### src/rtl/moh_apb_slave_mem_pkg.sv
// Shared definitions for the APB3 memory slave.
//   state_e     : transfer FSM states (IDLE, ACCESS)
//   WAIT_LSB/W  : position and width of the wait-state field in CTRL
//   WP_BIT      : memory write-protect bit in CTRL
//   ctrl_addr_f : CTRL register address (all-ones word address)
package moh_apb_slave_pkg;

    typedef enum logic {
        IDLE   = 1'b0,
        ACCESS = 1'b1
    } state_e;

    localparam int WAIT_LSB = 0;
    localparam int WAIT_W   = 4;
    localparam int WP_BIT   = 4;

    // CTRL sits at the top of the address space: 2^aw - 1.
    function automatic logic [31:0] ctrl_addr_f(input int unsigned aw);
        return (32'd1 << aw) - 32'd1;
    endfunction

endpackage

### src/rtl/moh_apb_slave_mem_wait_cnt.sv
// Loadable wait-state down-counter.
//   clk, rst_n : clock and active-low async reset
//   load       : load load_val this cycle (wins over dec)
//   load_val   : wait-state count to load
//   dec        : decrement by one; saturates at zero, never wraps
//   zero       : counter currently holds zero
module moh_apb_wait_cnt
    import moh_apb_slave_pkg::*;
(
    input  logic              clk,
    input  logic              rst_n,
    input  logic              load,
    input  logic [WAIT_W-1:0] load_val,
    input  logic              dec,
    output logic              zero
);

    logic [WAIT_W-1:0] cnt_q;
    logic [WAIT_W-1:0] cnt_d;

    always_comb begin
        cnt_d = cnt_q;
        if (load) begin
            cnt_d = load_val;
        end else if (dec && (cnt_q != '0)) begin
            cnt_d = cnt_q - 1'b1;
        end
    end

    always_ff @(posedge clk or negedge rst_n) begin
        if (!rst_n) begin
            cnt_q <= '0;
        end else begin
            cnt_q <= cnt_d;
        end
    end

    assign zero = (cnt_q == '0);

endmodule

### src/rtl/moh_apb_slave_mem.sv
// APB3 slave with a word-addressed memory, a control register (wait states
// and write-protect) and error responses for unmapped or protected accesses.
//   clk     : sole clock, rising edge
//   reset   : asynchronous active-low reset (deasserted synchronously inside)
//   psel    : APB select
//   addr    : word address (0..DEPTH-1 memory, all-ones = CTRL)
//   wdata   : write data
//   enable  : APB enable (access phase)
//   write   : 1 = write, 0 = read
//   rdata   : read data, valid while ready=1 on a read; holds otherwise
//   ready   : transfer completes this cycle
//   slverr  : error response, only ever high together with ready
//
// Handshake: a transfer begins with a setup cycle (psel=1, enable=0) seen in
// IDLE. The master then holds psel=1, enable=1 while ready=0; the cycle with
// psel & enable & ready is the single completion cycle, where rdata/slverr
// are valid and writes commit. Dropping psel before that abandons the
// transfer without side effects.
module moh_apb_slave_mem
    import moh_apb_slave_pkg::*;
#(
    parameter int ADDR_WIDTH = 8,
    parameter int DATA_WIDTH = 16,
    parameter int DEPTH      = 128
) (
    input  logic                  clk,
    input  logic                  reset,
    input  logic                  psel,
    input  logic [ADDR_WIDTH-1:0] addr,
    input  logic [DATA_WIDTH-1:0] wdata,
    input  logic                  enable,
    input  logic                  write,
    output logic [DATA_WIDTH-1:0] rdata,
    output logic                  ready,
    output logic                  slverr
);

    localparam logic [ADDR_WIDTH-1:0] CTRL_ADDR = ADDR_WIDTH'(ctrl_addr_f(ADDR_WIDTH));
    localparam logic [ADDR_WIDTH-1:0] DEPTH_A   = ADDR_WIDTH'(DEPTH);
    localparam int                    IDX_W     = (DEPTH > 1) ? $clog2(DEPTH) : 1;

    // Reset synchroniser: assertion is immediate, release waits two edges.
    logic [1:0] rst_sync_q;
    logic [1:0] rst_sync_d;
    logic       rst_n;

    always_comb begin
        rst_sync_d = {rst_sync_q[0], 1'b1};
    end

    always_ff @(posedge clk or negedge reset) begin
        if (!reset) begin
            rst_sync_q <= '0;
        end else begin
            rst_sync_q <= rst_sync_d;
        end
    end

    assign rst_n = rst_sync_q[1];

    // State
    state_e                state_q,  state_d;
    logic [ADDR_WIDTH-1:0] addr_q,   addr_d;
    logic                  write_q,  write_d;
    logic [DATA_WIDTH-1:0] wdata_q,  wdata_d;
    logic                  err_q,    err_d;
    logic [DATA_WIDTH-1:0] rdata_q,  rdata_d;
    logic [WAIT_W-1:0]     wait_q,   wait_d;
    logic                  wp_q,     wp_d;
    logic [DATA_WIDTH-1:0] mem_q [DEPTH];
    logic [DATA_WIDTH-1:0] mem_d [DEPTH];

    logic                  cnt_load;
    logic                  cnt_dec;
    logic                  cnt_zero;
    logic                  commit_mem;

    // Decode of the setup-cycle address (live bus) and the latched address.
    logic                  setup_is_mem;
    logic                  setup_is_ctrl;
    logic                  setup_err;
    logic                  lat_is_mem;
    logic [DATA_WIDTH-1:0] ctrl_rd;

    always_comb begin
        setup_is_mem  = (addr < DEPTH_A);
        setup_is_ctrl = (addr == CTRL_ADDR);
        // Protection is judged against WP as it stands at setup.
        setup_err     = !(setup_is_mem || setup_is_ctrl) ||
                        (write && setup_is_mem && wp_q);
        lat_is_mem    = (addr_q < DEPTH_A);

        ctrl_rd                         = '0;
        ctrl_rd[WAIT_LSB +: WAIT_W]     = wait_q;
        ctrl_rd[WP_BIT]                 = wp_q;
    end

    moh_apb_wait_cnt u_wait_cnt (
        .clk      (clk),
        .rst_n    (rst_n),
        .load     (cnt_load),
        .load_val (wait_q),
        .dec      (cnt_dec),
        .zero     (cnt_zero)
    );

    // FSM next-state and datapath
    always_comb begin
        state_d    = state_q;
        addr_d     = addr_q;
        write_d    = write_q;
        wdata_d    = wdata_q;
        err_d      = err_q;
        rdata_d    = rdata_q;
        wait_d     = wait_q;
        wp_d       = wp_q;
        cnt_load   = 1'b0;
        cnt_dec    = 1'b0;
        commit_mem = 1'b0;

        case (state_q)
            IDLE: begin
                // psel with enable but no prior setup is not a transfer.
                if (psel && !enable) begin
                    state_d  = ACCESS;
                    addr_d   = addr;
                    write_d  = write;
                    wdata_d  = wdata;
                    err_d    = setup_err;
                    cnt_load = 1'b1;
                    if (!write) begin
                        if (setup_err) begin
                            rdata_d = '0;
                        end else if (setup_is_ctrl) begin
                            rdata_d = ctrl_rd;
                        end else begin
                            rdata_d = mem_q[addr[IDX_W-1:0]];
                        end
                    end
                end
            end
            ACCESS: begin
                cnt_dec = 1'b1;
                if (!psel) begin
                    state_d = IDLE;
                end else if (enable && cnt_zero) begin
                    state_d = IDLE;
                    // A write that did not error is either memory or CTRL.
                    if (write_q && !err_q) begin
                        if (lat_is_mem) begin
                            commit_mem = 1'b1;
                        end else begin
                            wait_d = wdata_q[WAIT_LSB +: WAIT_W];
                            wp_d   = wdata_q[WP_BIT];
                        end
                    end
                end
            end
            default: begin
                state_d = IDLE;
            end
        endcase
    end

    always_comb begin
        mem_d = mem_q;
        if (commit_mem) begin
            mem_d[addr_q[IDX_W-1:0]] = wdata_q;
        end
    end

    always_ff @(posedge clk or negedge rst_n) begin
        if (!rst_n) begin
            state_q <= IDLE;
            addr_q  <= '0;
            write_q <= 1'b0;
            wdata_q <= '0;
            err_q   <= 1'b0;
            rdata_q <= '0;
            wait_q  <= '0;
            wp_q    <= 1'b0;
            mem_q   <= '{default: '0};
        end else begin
            state_q <= state_d;
            addr_q  <= addr_d;
            write_q <= write_d;
            wdata_q <= wdata_d;
            err_q   <= err_d;
            rdata_q <= rdata_d;
            wait_q  <= wait_d;
            wp_q    <= wp_d;
            mem_q   <= mem_d;
        end
    end

    assign ready  = (state_q == ACCESS) && cnt_zero;
    assign slverr = ready && err_q;
    assign rdata  = rdata_q;

endmodule

### config.mk
export PLATFORM = sky130hd
export DESIGN_NAME = moh_apb_slave_mem
export DESIGN_NICKNAME = d
export VERILOG_FILES = /design/src/rtl/moh_apb_slave_mem_pkg.sv /design/src/rtl/moh_apb_slave_mem_wait_cnt.sv /design/src/rtl/moh_apb_slave_mem.sv
export SDC_FILE = /design/constraint.sdc
export NUM_CORES = 2
export LEC_CHECK = 0
export CAP_MARGIN = 0
export CORE_MARGIN = 2
export CORE_UTILIZATION = 40
export CTS_CLUSTER_DIAMETER = 50
export DETAILED_ROUTE_END_ITERATION = 7
export GPL_TIMING_DRIVEN = 0
export SYNTH_ARGS = -nofsm -noshare
export SYNTH_HDL_FRONTEND = slang
export SYNTH_SLANG_ARGS = --single-unit
### constraint.sdc
create_clock -name clk -period 81.8 [get_ports clk]
set_input_delay 16.36 -clock clk [delete_from_list [all_inputs] [get_ports clk]]
set_output_delay 16.36 -clock clk [all_outputs]
set_load 0.005 [all_outputs]
==> tab_implementation.tex <==
\begin{tabular}{lr}
\hline
Metric & Value \\
\hline
\multicolumn{2}{l}{\textbf{Synth}} \\
\quad Synth top cells by count & sky130\_fd\_sc\_hd\_\_dfrtp\_1 (2102), sky130\_fd\_sc\_hd\_\_mux2\_2 (1803), sky130\_fd\_sc\_hd\_\_mux4\_2 (595) \\
\quad Primary FF master, synth & sky130\_fd\_sc\_hd\_\_dfrtp\_1 \\
\quad Cell area after synthesis & 95300 um\^{}2 \\
\quad Biggest area contributors in the synthesized netlist & sky130\_fd\_sc\_hd\_\_dfrtp\_1 (55\%), sky130\_fd\_sc\_hd\_\_mux2\_2 (21\%), sky130\_fd\_sc\_hd\_\_mux4\_2 (14\%) \\
\quad Synth top area share & 0.552 \\
\quad Post-Synthesis Cells & 5894 \\
\quad Share of synthesized area occupied by flip-flops and latches & 0.552 \\
\quad Number of flops mapped to enable cells by yosys & 0 \\
\quad Count of unique library cells instantiated by Yosys & 50 \\
\quad Most repeated cell in the gate-level netlist after synthesis & sky130\_fd\_sc\_hd\_\_dfrtp\_1 \\
\quad Post-synthesis register bit count & 2102 \\
\quad Dominant cell type by area after synthesis & sky130\_fd\_sc\_hd\_\_dfrtp\_1 \\
\quad Syn\_nets & between 5000 and 6000 \\
\quad Synthesis Warnings & 0 \\
\quad Proportion of synthesized flip-flops having asynchronous set or reset & 1.00 \\
\quad Mean instance size in the synthesized netlist & 16.2 um\^{}2 \\
\multicolumn{2}{l}{\textbf{Routing}} \\
\quad Mean routed wirelength per cell & 32.5 um \\
\quad Initial detailed-routing violation count & 5318 \\
\quad Routed metal-1 wire length & 138000 um \\
\quad Final wirelength & 312000 um \\
\quad Post-detailed-route DRC marker count & 0 \\
\quad Uppermost layer routed & met5 \\
\quad Length of routed met3 wiring & 21000 um \\
\quad Met2 routed WL & 144000 um \\
\quad Detailed-route vias per instance & between 5 and 6 \\
\quad Post-DRT Antenna Nets & 0 \\
\quad Count of TritonRoute iterations in the first routing pass & 6 \\
\quad Number of vias after detailed routing & 57000 \\
\multicolumn{2}{l}{\textbf{Timing}} \\
\quad Final critical-path setup slack & $\sim$61000 ps \\
\quad Final min period & 20740 ps \\
\quad Worst clock skew on the final layout & 70.1 ps \\
\quad Max Slew Vio Count & 11 \\
\quad Period utilization & 0.254 \\
\quad Headroom to the max-slew limit & -0.00587 \\
\quad Final Hold Violating Endpoints & 0 \\
\quad Worst Max-Slew Pin Slew & 1510 ps \\
\quad Setup violations, final & 0 \\
\quad Highest clock rate & about 0.048 GHz \\
\quad Unrepaired setup endpoints after global routing & no \\
\multicolumn{2}{l}{\textbf{Floorplanning}} \\
\quad Initial standard-cell utilization of the core & 0.401 \\
\quad Boundary Pins & 47 \\
\quad DIE AREA & 242000 um\^{}2 \\
\quad Standard cell core area & 237000 um\^{}2 \\
\quad Width of the die & 492 um \\
\quad Height of the die & 492 um \\
\quad Number of rows created at floorplan & 179 \\
\multicolumn{2}{l}{\textbf{Min path}} \\
\quad Hold/Removal Path Class & reg2reg \\
\multicolumn{2}{l}{\textbf{Placement}} \\
\quad Pre-CTS worst setup slack & 60200 ps \\
\quad Number of buffers inserted by port buffering & 40 \\
\quad DP Area & 101000 um\^{}2 \\
\quad Final HPWL DP & 224000 um \\
\quad GPL Wtd Cong & 0.915 \\
\multicolumn{2}{l}{\textbf{Critical path}} \\
\quad Sort of element at the start of the critical path & input port \\
\quad Worst EP arrival & approximately 22000 ps \\
\quad Worst-path fanout max & 10 \\
\quad Critical setup path kind & in2reg \\
\quad Endpoint required time on the critical path & around 83000 ps \\
\quad Kind of capture point of the worst setup path & register \\
\multicolumn{2}{l}{\textbf{GRT}} \\
\quad First-pass GRT wire length & 447000 um \\
\quad Number of antenna violations at the first check in global routing & 28 \\
\quad Largest net degree at the start of global routing & 75 \\
\quad GRT Overall Usage & 0.258 \\
\quad Grt ovf & 0 \\
\quad Via count of the first global-routing pass & between 50000 and 60000 \\
\multicolumn{2}{l}{\textbf{Layout}} \\
\quad Area of all placed cells without fillers & roughly 110000 um\^{}2 \\
\quad Fin nets & $\sim$6300 \\
\quad Number of inserted filler cells in the final layout & 20500 \\
\quad Fraction of final layout cells sized beyond drive strength 1 & 0.487 \\
\quad Area growth from synthesis to final layout & 15.4\% \\
\multicolumn{2}{l}{\textbf{Clock tree}} \\
\quad Clock latency at the later pin of the worst-skew pair & between 900 and 1000 ps \\
\quad Number of setup buffers added after CTS & 0 \\
\quad \# clock sinks & 2102 \\
\quad CTS clk-pin slew, worst paths & roughly 60 ps \\
\quad Number of hold-repair buffers added at the cts stage & 0 \\
\quad Number of clock buffers inserted by TritonCTS & around 280 \\
\quad Resized cells post-CTS & 0 \\
\quad Clock root cell & sky130\_fd\_sc\_hd\_\_clkbuf\_16 \\
\quad TritonCTS clock tree & yes \\
\quad Bufs on Longest Clock Path & 4 \\
\quad CTS H-tree lvls & 5 \\
\multicolumn{2}{l}{\textbf{Pwr}} \\
\quad Maximum resistive drop on vdd & 0.0000259 V \\
\quad Reported leakage power & around 0.053 uW \\
\quad PD cells & roughly 23 nW/um\^{}2 \\
\multicolumn{2}{l}{\textbf{Outcome}} \\
\quad Failing checks & max-capacitance violations, max-slew violations \\
\quad Status & finished, violations left \\
\multicolumn{2}{l}{\textbf{Job}} \\
\quad Number of max-capacitance violations reported & 1 \\
\hline
\end{tabular}
metrics by stage:
step                      TNS (ps)  utilization  instances  hold slack, ps  power [uW]
after global routing             0        0.463       9610             365        2580
after global placement    -6309220        0.420       9101             336        1280
after floorplan                  0            -       5894             331        1170
after detailed placement         0        0.424       9134             339        1280
after CTS                        0        0.463       9606             348        2520
final                            0        0.463       9615             346        2510
report_power, final:
group	leakage (uW)	total (uW)	switching [uW]	internal, uW
sequential	0.0293	1050	5.43	1050
combinational	0.0195	214	172	41.6
clock	0.00454	1240	476	765
total	0.0534	2510	653	1850
path summary, 6_finish.rpt:
kind                                                 startpoint                      end  slack (ps)  cells past startpoint
worst max-delay path                                    addr[3]     rdata[1]$_DFFE_PN0P_       61060                      7
worst min-delay path                    rst_sync_q[0]$_DFF_PN0_  rst_sync_q[1]$_DFF_PN0_         350                      0
worst max register to register  u_wait_cnt.cnt_q[0]$_DFFE_PN0P_   mem_q[232]$_DFFE_PN0P_       77560                     10
worst min register to register          rst_sync_q[0]$_DFF_PN0_  rst_sync_q[1]$_DFF_PN0_         350                      0
max in group asynchronous                                 reset  rst_sync_q[1]$_DFF_PN0_       66030                      1
min in group asynchronous               rst_sync_q[1]$_DFF_PN0_   mem_q[872]$_DFFE_PN0P_         370                      0
per-layer routing:
| metal | GRT usage | vias to the layer above |
|---|---|---|
| met2 | 0.396 | 2006 |
| met4 | 0.0799 | 10 |
| met3 | 0.0514 | 456 |
| met5 | 0 | - |
| li1 | - | 22700 |
| met1 | 0.371 | 31800 |
kinds of logic after synthesis:
kind of cell / after synthesis / share of synthesized area
compound gates: 130 / 0.00953
xor+xnor: 1 / 0.0000919
fa+ha+maj: 2 / 0.000263
buf+inv: 565 / 0.0255
flops: 2102 / 0.552
mux: 2751 / 0.394
other cells: 1 / 0.0000393
simple gates: 342 / 0.0182
critical path, stage by stage:
cell and delay, ps:
sky130_fd_sc_hd__clkbuf_1 750, sky130_fd_sc_hd__clkbuf_1 950, sky130_fd_sc_hd__buf_1 940, sky130_fd_sc_hd__clkbuf_1 1000
sky130_fd_sc_hd__nor3_1 540, sky130_fd_sc_hd__a22oi_1 810, sky130_fd_sc_hd__nand4_1 180
final cells by class:
class                      instances  area, um^2  share of cell area
antenna                            6        15.0            0.000137
clock inverter                   103        1350              0.0123
inverter                           5        18.8            0.000171
multi-input combinational       3227       40300               0.366
timing repair buffer              76        1350              0.0122
buffer                           560        2430              0.0221
tap                             3167        3960              0.0360
sequential                      2102       52600               0.478
clock buffer                     369        7950              0.0723
sequential cells by signal (all words and copies together), names as in the netlist:
register	count
mem_q	2048
rdata	16
wdata_q	16
addr_q	8
u_wait_cnt.cnt_q	4
wait_q	4
rst_sync_q	2
err_q	1
state_q	1
wp_q	1
write_q	1
placed cells by master, fill, tap and decap left out, drive strengths merged, types with 6 or more instances in the layout:
master	instances
clkinv	41
nand2	217
mux4	595
o221ai	15
inv	25
clkinvlp	16
a211o	8
o211ai	14
nand2b	11
clkbuf	701
a21oi	35
nor3	23
bufinv	26
nor2	34
nor2b	13
and2	7
diode	6
clkdlybuf4s50	40
dfrtp	2102
buf	264
o22ai	12
a222oi	9
a31oi	9
mux2i	70
nand4	10
a22oi	11
mux2	2086
(Power assumes the default switching activity.)
